$ cat src/rtl/seq_cmp_unit.sv
// Serial multi-mode comparator: computes a-b CHUNK bits per cycle, LSB first, behind valid/ready.
// Optional CMP_FLAGS_EN build adds a registered flags port {ovf, ult, slt, eq}.
module seq_cmp_unit #(
  parameter int WIDTH = 16,
  parameter int CHUNK = 4
) (
  input  logic             clk,
  input  logic             rst,
  input  logic             in_valid,
  output logic             in_ready,
  input  logic [WIDTH-1:0] a,
  input  logic [WIDTH-1:0] b,
  input  logic [2:0]       op,
  output logic             out_valid,
  input  logic             out_ready,
  output logic [WIDTH-1:0] result
`ifdef CMP_FLAGS_EN
  ,
  output logic [3:0]       flags
`endif
);

  localparam int N  = WIDTH / CHUNK;
  localparam int KW = (N > 1) ? $clog2(N) : 1;

  typedef enum logic [1:0] {IDLE, BUSY, DONE} state_t;

  state_t           state_q, state_d;
  logic [WIDTH-1:0] a_q, a_d, b_q, b_d;
  logic [WIDTH-1:0] result_q, result_d;
  logic [2:0]       op_q, op_d;
  logic [KW-1:0]    k_q, k_d;
  logic             borrow_q, borrow_d;
  logic             zero_q, zero_d;
`ifdef CMP_FLAGS_EN
  logic [3:0]       flags_q, flags_d;
`endif

  logic [CHUNK-1:0] a_chunk, b_chunk;
  logic [CHUNK:0]   sub;
  logic             nxt_borrow, nxt_zero, last;
  logic             f_eq, f_ult, f_ovf, f_slt, cond;

  // One chunk of the subtraction; the extra top bit of sub is the borrow out.
  always_comb begin
    a_chunk    = a_q[k_q*CHUNK +: CHUNK];
    b_chunk    = b_q[k_q*CHUNK +: CHUNK];
    sub        = {1'b0, a_chunk} - {1'b0, b_chunk} - {{CHUNK{1'b0}}, borrow_q};
    nxt_borrow = sub[CHUNK];
    nxt_zero   = zero_q & ~(|sub[CHUNK-1:0]);
    last       = (k_q == KW'(N - 1));
    // Only meaningful on the last chunk, where sub[CHUNK-1] is the MSB of a-b.
    f_eq  = nxt_zero;
    f_ult = nxt_borrow;
    f_ovf = (a_q[WIDTH-1] != b_q[WIDTH-1]) && (sub[CHUNK-1] != a_q[WIDTH-1]);
    f_slt = sub[CHUNK-1] ^ f_ovf;
    case (op_q)
      3'b000:  cond = f_slt;
      3'b001:  cond = f_slt | f_eq;
      3'b010:  cond = ~f_slt & ~f_eq;
      3'b011:  cond = ~f_slt;
      3'b100:  cond = f_eq;
      3'b101:  cond = ~f_eq;
      3'b110:  cond = f_ult;
      default: cond = f_ult | f_eq;
    endcase
  end

  always_comb begin
    state_d  = state_q;
    a_d      = a_q;
    b_d      = b_q;
    op_d     = op_q;
    k_d      = k_q;
    borrow_d = borrow_q;
    zero_d   = zero_q;
    result_d = result_q;
`ifdef CMP_FLAGS_EN
    flags_d  = flags_q;
`endif
    case (state_q)
      IDLE: begin
        if (in_valid) begin
          a_d      = a;
          b_d      = b;
          op_d     = op;
          k_d      = '0;
          borrow_d = 1'b0;
          zero_d   = 1'b1;
          state_d  = BUSY;
        end
      end
      BUSY: begin
        borrow_d = nxt_borrow;
        zero_d   = nxt_zero;
        k_d      = k_q + KW'(1);
        if (last) begin
          k_d      = '0;
          result_d = {{(WIDTH-1){1'b0}}, cond};
`ifdef CMP_FLAGS_EN
          flags_d  = {f_ovf, f_ult, f_slt, f_eq};
`endif
          state_d  = DONE;
        end
      end
      DONE: begin
        if (out_ready) state_d = IDLE;
      end
      default: state_d = IDLE;
    endcase
  end

  always_ff @(posedge clk) begin
    if (rst) begin
      state_q  <= IDLE;
      a_q      <= '0;
      b_q      <= '0;
      op_q     <= '0;
      k_q      <= '0;
      borrow_q <= 1'b0;
      zero_q   <= 1'b1;
      result_q <= '0;
`ifdef CMP_FLAGS_EN
      flags_q  <= '0;
`endif
    end else begin
      state_q  <= state_d;
      a_q      <= a_d;
      b_q      <= b_d;
      op_q     <= op_d;
      k_q      <= k_d;
      borrow_q <= borrow_d;
      zero_q   <= zero_d;
      result_q <= result_d;
`ifdef CMP_FLAGS_EN
      flags_q  <= flags_d;
`endif
    end
  end

  assign in_ready  = (state_q == IDLE);
  assign out_valid = (state_q == DONE);
  assign result    = result_q;
`ifdef CMP_FLAGS_EN
  assign flags     = flags_q;
`endif

endmodule

$ cat config.mk
export PLATFORM = sky130hd
export DESIGN_NAME = seq_cmp_unit
export DESIGN_NICKNAME = d
export VERILOG_FILES = /design/src/rtl/seq_cmp_unit.sv
export SDC_FILE = /design/constraint.sdc
export NUM_CORES = 1
export LEC_CHECK = 0
export ABC_AREA = 1
export CAP_MARGIN = 20
export CORE_MARGIN = 2
export CORE_UTILIZATION = 35
export DETAILED_ROUTE_END_ITERATION = 8
export GPL_TIMING_DRIVEN = 0
export PLACE_DENSITY = 0.65
export SLEW_MARGIN = 10
export SYNTH_ARGS = -nofsm -noshare
export SYNTH_HDL_FRONTEND = slang
export SYNTH_SLANG_ARGS = --single-unit
$ cat constraint.sdc
create_clock -name clk -period 8.85 [get_ports clk]
set_input_delay 1.77 -clock clk [delete_from_list [all_inputs] [get_ports clk]]
set_output_delay 1.77 -clock clk [all_outputs]
set_load 0.005 [all_outputs]
==> impl_metrics.py, run 1 <==
metrics = {
    "synthesis": {
        "synth_area_leader_cell": "dfxtp_1",
        "ys_types": 26,
        "syn_inst": 308,
        "synth-seq-cells": 42,
        "synth_edf_count": 0,
        "syn_area_per_cell_um2": 7.02,
        "ys_warn_count": 0,
        "synth_area_leaders": "dfxtp_1, nor2_1, o21ai_0, nand2_1, buf_4",
        "ys.flop_type": "dfxtp_1",
        "synth_top_area_frac": 0.389,
        "netlist_area_mm2": 0.00216,
        "ys_async_sr_fraction": 0,
        "seq_area_frac_synth": 0.389,
        "synth.top_cells.by_count": "nor2_1, o21ai_0, dfxtp_1",
        "yosysMostFrequentCell": "nor2_1",
    },
    "finish": {
        "fin_cells": 446,
        "final_nets": 416,
        "antenna_cells": 0,
        "fin_util": 0.474,
        "drive_above_1_share": 0.0863,
        "syn_to_final_growth_pct": 30.7,
    },
    "run_status": {
        "status": "complete, no violations",
    },
    "timing": {
        "period_share": 0.365,
        "finalSetupViolations": 0,
        "skew_ns": 0.00418,
        "hold_viol_final": 0,
        "fmax_ghz": 0.309,
        "rsz0062_at_grt": "no",
        "period_needed_ns": 3.23,
        "setup_tns_ns": 0,
        "slew_violations": 0,
        "setup_ws_ns": 5.62,
    },
    "detailed_routing": {
        "detail_route.iter0.violations": 107,
        "first_pass_iters": 4,
        "wl_mm": 4.80,
        "ant_nets": 0,
        "vias_per_cell": 4.52,
        "drc": 0,
        "vias": 2016,
        "drt-wirelength-per-cell_um": 10.8,
    },
    "placement": {
        "place_congestion": 0.798,
        "post-place-ws_ns": 5.54,
        "dpl.hpwl_mm": 3.72,
        "dp.cells": 438,
        "place.port_buffers": 41,
    },
    "global_routing": {
        "overflow": 0,
        "grt_pass1_vias": 1832,
        "track_usage": 0.157,
        "grt_max_degree": 13,
        "grt_pass1_wl_mm": 8.22,
        "grt_antenna_before_repair": 0,
    },
    "clocking": {
        "post_cts_buffers": 0,
        "ctsRootBufferMaster": "clkbuf_8",
        "ctsHoldBuffers": 0,
        "clk_latency_ns": 0.29,
        "cts_buffers": 5,
        "cts_tree": "yes",
        "h-tree-depth": 2,
        "clockBufferDepth": 2,
        "clk_pin_slew_ns": 0.08,
        "cts_sinks": 42,
        "ctsResizeCount": 0,
    },
    "critical_path": {
        "crit_path_frequent_cell": "nand2_1",
        "r2r_setup_slack_ns": 5.62,
        "startpoint": "k_q[0]",
        "cp_slowest_cell": "fa_1",
        "critPathLaunchType": "flop",
        "rr_startpoint": "k_q[0]",
        "crit_path_max_fanout": 10,
        "end_kind": "flop",
        "critPathArrivalTime_ns": 3.41,
        "worst_path_largest_cell_delay_ns": 0.42,
        "r2r-end": "result[0]",
        "reg2reg_depth": 15,
        "worstSetupPathType": "reg -> reg",
        "endpoint": "result[0]",
        "crit_chain": "buf_6, clkbuf_1, nand2_1, a32o_1, fa_1, inv_1, fa_1, nor3_1, nand3_1, nand2_1, nand2_1, nor2_1, nand3_1, nand2_1, a21oi_2",
        "critPathRequiredTime_ns": 9.03,
    },
    "floorplanning": {
        "dieHeight_um": 82.6,
        "dieArea_mm2": 0.00682,
        "dieWidth_um": 82.6,
        "start_util": 0.363,
        "core_mm2": 0.00596,
        "io_pins": 57,
        "rows": 28,
    },
    "flow_run": {
        "max-cap-violations": 0,
    },
    "power_and_ir_drop": {
        "power.total_uw": 504,
        "peakVddDrop_uv": 83.5,
        "powerDensity_mw_per_mm2": 179,
        "leakage_nw": 1.22,
    },
    "worst_hold_path": {
        "hp-class": "reg -> reg",
    },
}
==> layout make-up <==
| cell class | count | area (um2) |
|---|---|---|
| Buffer | 29 | 173 |
| Clock buffer | 7 | 76.3 |
| Clock inverter | 1 | 30.0 |
| Fill cell | 623 | 3130 |
| Inverter | 24 | 95.1 |
| Multi-Input combinational cell | 227 | 1110 |
| Sequential cell | 42 | 841 |
| Tap cell | 75 | 93.8 |
| Timing Repair Buffer | 41 | 410 |
==> per-layer routing <==
layer / global-route usage / share of wire / up-vias
met5: 0 / 0 / -
met4: 0.0410 / 0.0071 / 0
met1: 0.211 / 0.49 / 878
met2: 0.251 / 0.46 / 46
li1: - / - / 1088
met3: 0.0391 / 0.051 / 4
==> kinds of logic after synthesis <==
logic type / after synthesis / synth area share
AO/OA/AOI/OAI: 68 / 0.170
adder cells (fa/ha/maj): 7 / 0.0475
buffers and inverters: 53 / 0.124
flip-flops: 42 / 0.389
other: 1 / 0.00173
AND/OR/NAND/NOR: 137 / 0.268
==> stage by stage <==
stage / hold WS, ns / cell area [um2]
final: 0.482 / 2830
after detailed placement: 0.471 / 2720
after CTS: 0.482 / 2830
after global routing: 0.513 / 2830
after global placement: 0.464 / 2720
after floorplan: 0.449 / 2210
==> registers in the layout, summed over array words and instances, names as in the netlist <==
register	cells
zero_q	1
borrow_q	1
b_q	16
a_q	16
state_q	2
k_q	2
result	1
op_q	3
==> how the worst min path moves through the flow <==
| stage | to | slack [ns] | from | cells past startpoint |
|---|---|---|---|---|
| global placement | a_q[7] | 0.46 | a_q[7] | 2 |
| CTS | result[0] | 0.48 | result[0] | 2 |
| global route | b_q[5] | 0.51 | b_q[5] | 2 |
| finish | result[0] | 0.48 | result[0] | 2 |
| floorplan | b_q[10] | 0.45 | b_q[10] | 2 |
| detailed placement | result[0] | 0.47 | result[0] | 2 |
==> cell usage in the layout (no fill, tap or decap), types with 5 or more instances in the layout <==
cell,count
clkbuf_8,5
o21ai_0,44
buf_4,15
inv_1,23
a21oi_1,15
conb_1,15
nand3_1,10
dfxtp_1,42
nand2_1,34
clkbuf_1,15
clkdlybuf4s50_1,41
nor2_1,79
ha_1,5
==> report_power, final <==
part / total [mW] / leakage [nW] / internal, mW / switching (mW)
logic: 0.141 / 0.823 / 0.0627 / 0.0781
clock network: 0.149 / 0.0524 / 0.0844 / 0.0643
registers: 0.215 / 0.348 / 0.205 / 0.00964
==> worst max-delay path, delay by kind of cell, from the launching register on <==
kind            cells  cell delay [ns]
simple gates        8             1.01
compound gates      2             0.32
fa+ha+maj           2             0.78
flops               1             0.38
buf+inv             3             0.62
Note: power is estimated with default switching activity, not from simulation.
==> run 2, diff against run 1 <==
- PLACE_DENSITY: 0.65 -> 0.67
- clock period: 8.85 -> 2.8 ns (I/O delays scaled with it)
==> impl_metrics.py, run 2 (synthesized netlist as in run 1, its figures left out) <==
metrics = {
    "global_routing": {
        "grt_max_degree": 14,
        "grt_use_met1": 0.190,
        "met3_usage": 0.0435,
        "grt_use_met2": 0.254,
        "top_usage_layer": "met2",
        "overflow": 0,
        "grt_pass1_wl_mm": 8.02,
        "track_usage": 0.157,
        "grt_antenna_before_repair": 0,
        "grt_pass1_vias": 1814,
    },
    "detailed_routing": {
        "drt-wirelength-per-cell_um": 11.3,
        "wl_mm": 5.16,
        "detail_route.iter0.violations": 120,
        "vias": 2116,
        "vias_per_cell": 4.62,
        "ant_nets": 0,
        "drc": 0,
        "first_pass_iters": 4,
    },
    "finish": {
        "stdcell_area_mm2": 0.00301,
        "final_nets": 428,
        "drive_above_1_share": 0.164,
        "final_cell_mix": "nor2_1, o21ai_0, clkdlybuf4s50_1",
        "antenna_cells": 0,
        "layout_commonest_cell": "nor2_1",
        "syn_to_final_growth_pct": 39.4,
        "reg_top3": "a_q: 16 flops, b_q: 16 flops, op_q: 3 flops",
        "fin_cells": 458,
    },
    "worst_hold_path": {
        "hp-class": "reg -> reg",
        "holdPathStages": 2,
        "min_from": "result[0]",
        "hold_end": "result[0]",
    },
    "critical_path": {
        "cp_top_family": "adder cells",
        "worstSetupPathType": "reg -> reg",
        "critPathRequiredTime_ns": 3.04,
        "critPathLaunchType": "flop",
        "end_kind": "flop",
        "cp_slowest_cell": "fa_2",
        "crit_path_max_fanout": 8,
        "rr_startpoint": "k_q[0]",
        "r2r-end": "result[0]",
        "crit_chain": "buf_8, buf_8, nand2_2, a32o_2, fa_2, inv_2, fa_2, nor3_4, nand4_2, or2_1, nand3_1, nand2_1, a21oi_2",
        "path_buf_inv": 3,
        "r2r_setup_slack_ns": 0.06,
        "reg2reg_depth": 13,
        "worst_path_largest_cell_delay_ns": 0.45,
        "critPathArrivalTime_ns": 2.99,
    },
    "floorplanning": {
        "dieHeight_um": 82.6,
        "dieWidth_um": 82.6,
        "core_mm2": 0.00596,
        "dieArea_mm2": 0.00682,
        "start_util": 0.363,
        "io_pins": 57,
        "rows": 28,
    },
    "timing": {
        "hold_viol_final": 0,
        "period_needed_ns": 2.74,
        "skew_ns": 0.00749,
        "period_share": 0.979,
        "finalSetupViolations": 0,
        "slew_violations": 0,
        "rsz0062_at_grt": "yes",
        "fmax_ghz": 0.365,
    },
    "clocking": {
        "ctsRootBufferMaster": "clkbuf_8",
        "clockBufferDepth": 2,
        "cts_tree": "yes",
        "cts_sinks": 42,
        "clk_latency_ns": 0.30,
        "cts_buffers": 5,
        "h-tree-depth": 2,
        "clk_pin_slew_ns": 0.08,
        "ctsHoldBuffers": 0,
    },
    "flow_run": {
        "max-cap-violations": 0,
    },
    "power_and_ir_drop": {
        "powerDensity_mw_per_mm2": 569,
        "peakVddDrop_uv": 304,
        "leakage_nw": 1.31,
    },
    "placement": {
        "placed_cell_area_mm2": 0.00272,
        "place.port_buffers": 41,
        "dpl.hpwl_mm": 3.84,
        "place_congestion": 0.795,
        "dp.cells": 438,
    },
    "run_status": {
        "status": "complete, no violations",
    },
}
run 2: worst reg2reg max path, cell delays in order (launching register included):
cell and delay, ns:
dfxtp_2 0.36, buf_8 0.15, buf_8 0.13, nand2_2 0.05, a32o_2 0.25, fa_2 0.38, inv_2 0.08, fa_2 0.45
nor3_4 0.23, nand4_2 0.12, or2_1 0.25, nand3_1 0.08, nand2_1 0.06, a21oi_2 0.10
run 2: how the worst max path moves through the flow:
stage                      start        end  slack [ns]  depth (start not counted)
after global placement    k_q[0]  result[0]       -0.31                         16
after global routing      k_q[0]  result[0]        -0.1                         16
after floorplan           k_q[0]  result[0]        0.02                         16
after CTS                 k_q[0]  result[0]       0.005                         20
after detailed placement  k_q[0]  result[0]       -0.35                         16
final                     k_q[0]  result[0]        0.06                         13
run 2: timing repair:
item / CTS / global route
buffers inserted: 1 / 12
resized for setup: 13 / 16
pin swaps: 4 / 12
setup endpoints to repair: 1 / 1
run 2: cell type report:
| type | instances | area (um2) |
|---|---|---|
| Fill cell | 615 | 2940 |
| Multi-Input combinational cell | 227 | 1160 |
| Sequential cell | 42 | 843 |
| Timing Repair Buffer | 54 | 508 |
| Buffer | 28 | 195 |
| Inverter | 24 | 103 |
| Tap cell | 75 | 93.8 |
| Clock buffer | 5 | 68.8 |
| Clock inverter | 3 | 40.0 |
run 2: stage by stage:
stage / setup WS, ns / TNS (ns) / hold slack [ns] / power (mW) / util
finish: 0.0578 / 0 / 0.480 / 1.71 / 0.506
global route: -0.0976 / -0.0976 / 0.491 / 1.82 / 0.506
CTS: 0.00521 / 0 / 0.483 / 1.64 / 0.482
detailed placement: -0.355 / -0.355 / 0.470 / 1.14 / 0.457
global placement: -0.309 / -0.309 / 0.466 / 1.13 / 0.457
floorplan: 0.0161 / 0 / 0.449 / 1.01 / -
run 2: per-layer routing:
layer	routed length [um]	vias up	part of all wire
met4	166	0	0.032
met3	277	15	0.054
met5	0	-	0
met1	2300	937	0.44
met2	2420	51	0.47
li1	-	1113	-
run 2: report_power, final:
part,internal [mW],switching (mW)
Clock,0.262,0.214
Combinational,0.268,0.287
Sequential,0.649,0.0334
==> run 3, diff against run 2 <==
- TNS_END_PERCENT: unset -> 50
==> results of run 3 <==
Same layout as run 2: the final DEF is identical, and so are final timing and power.
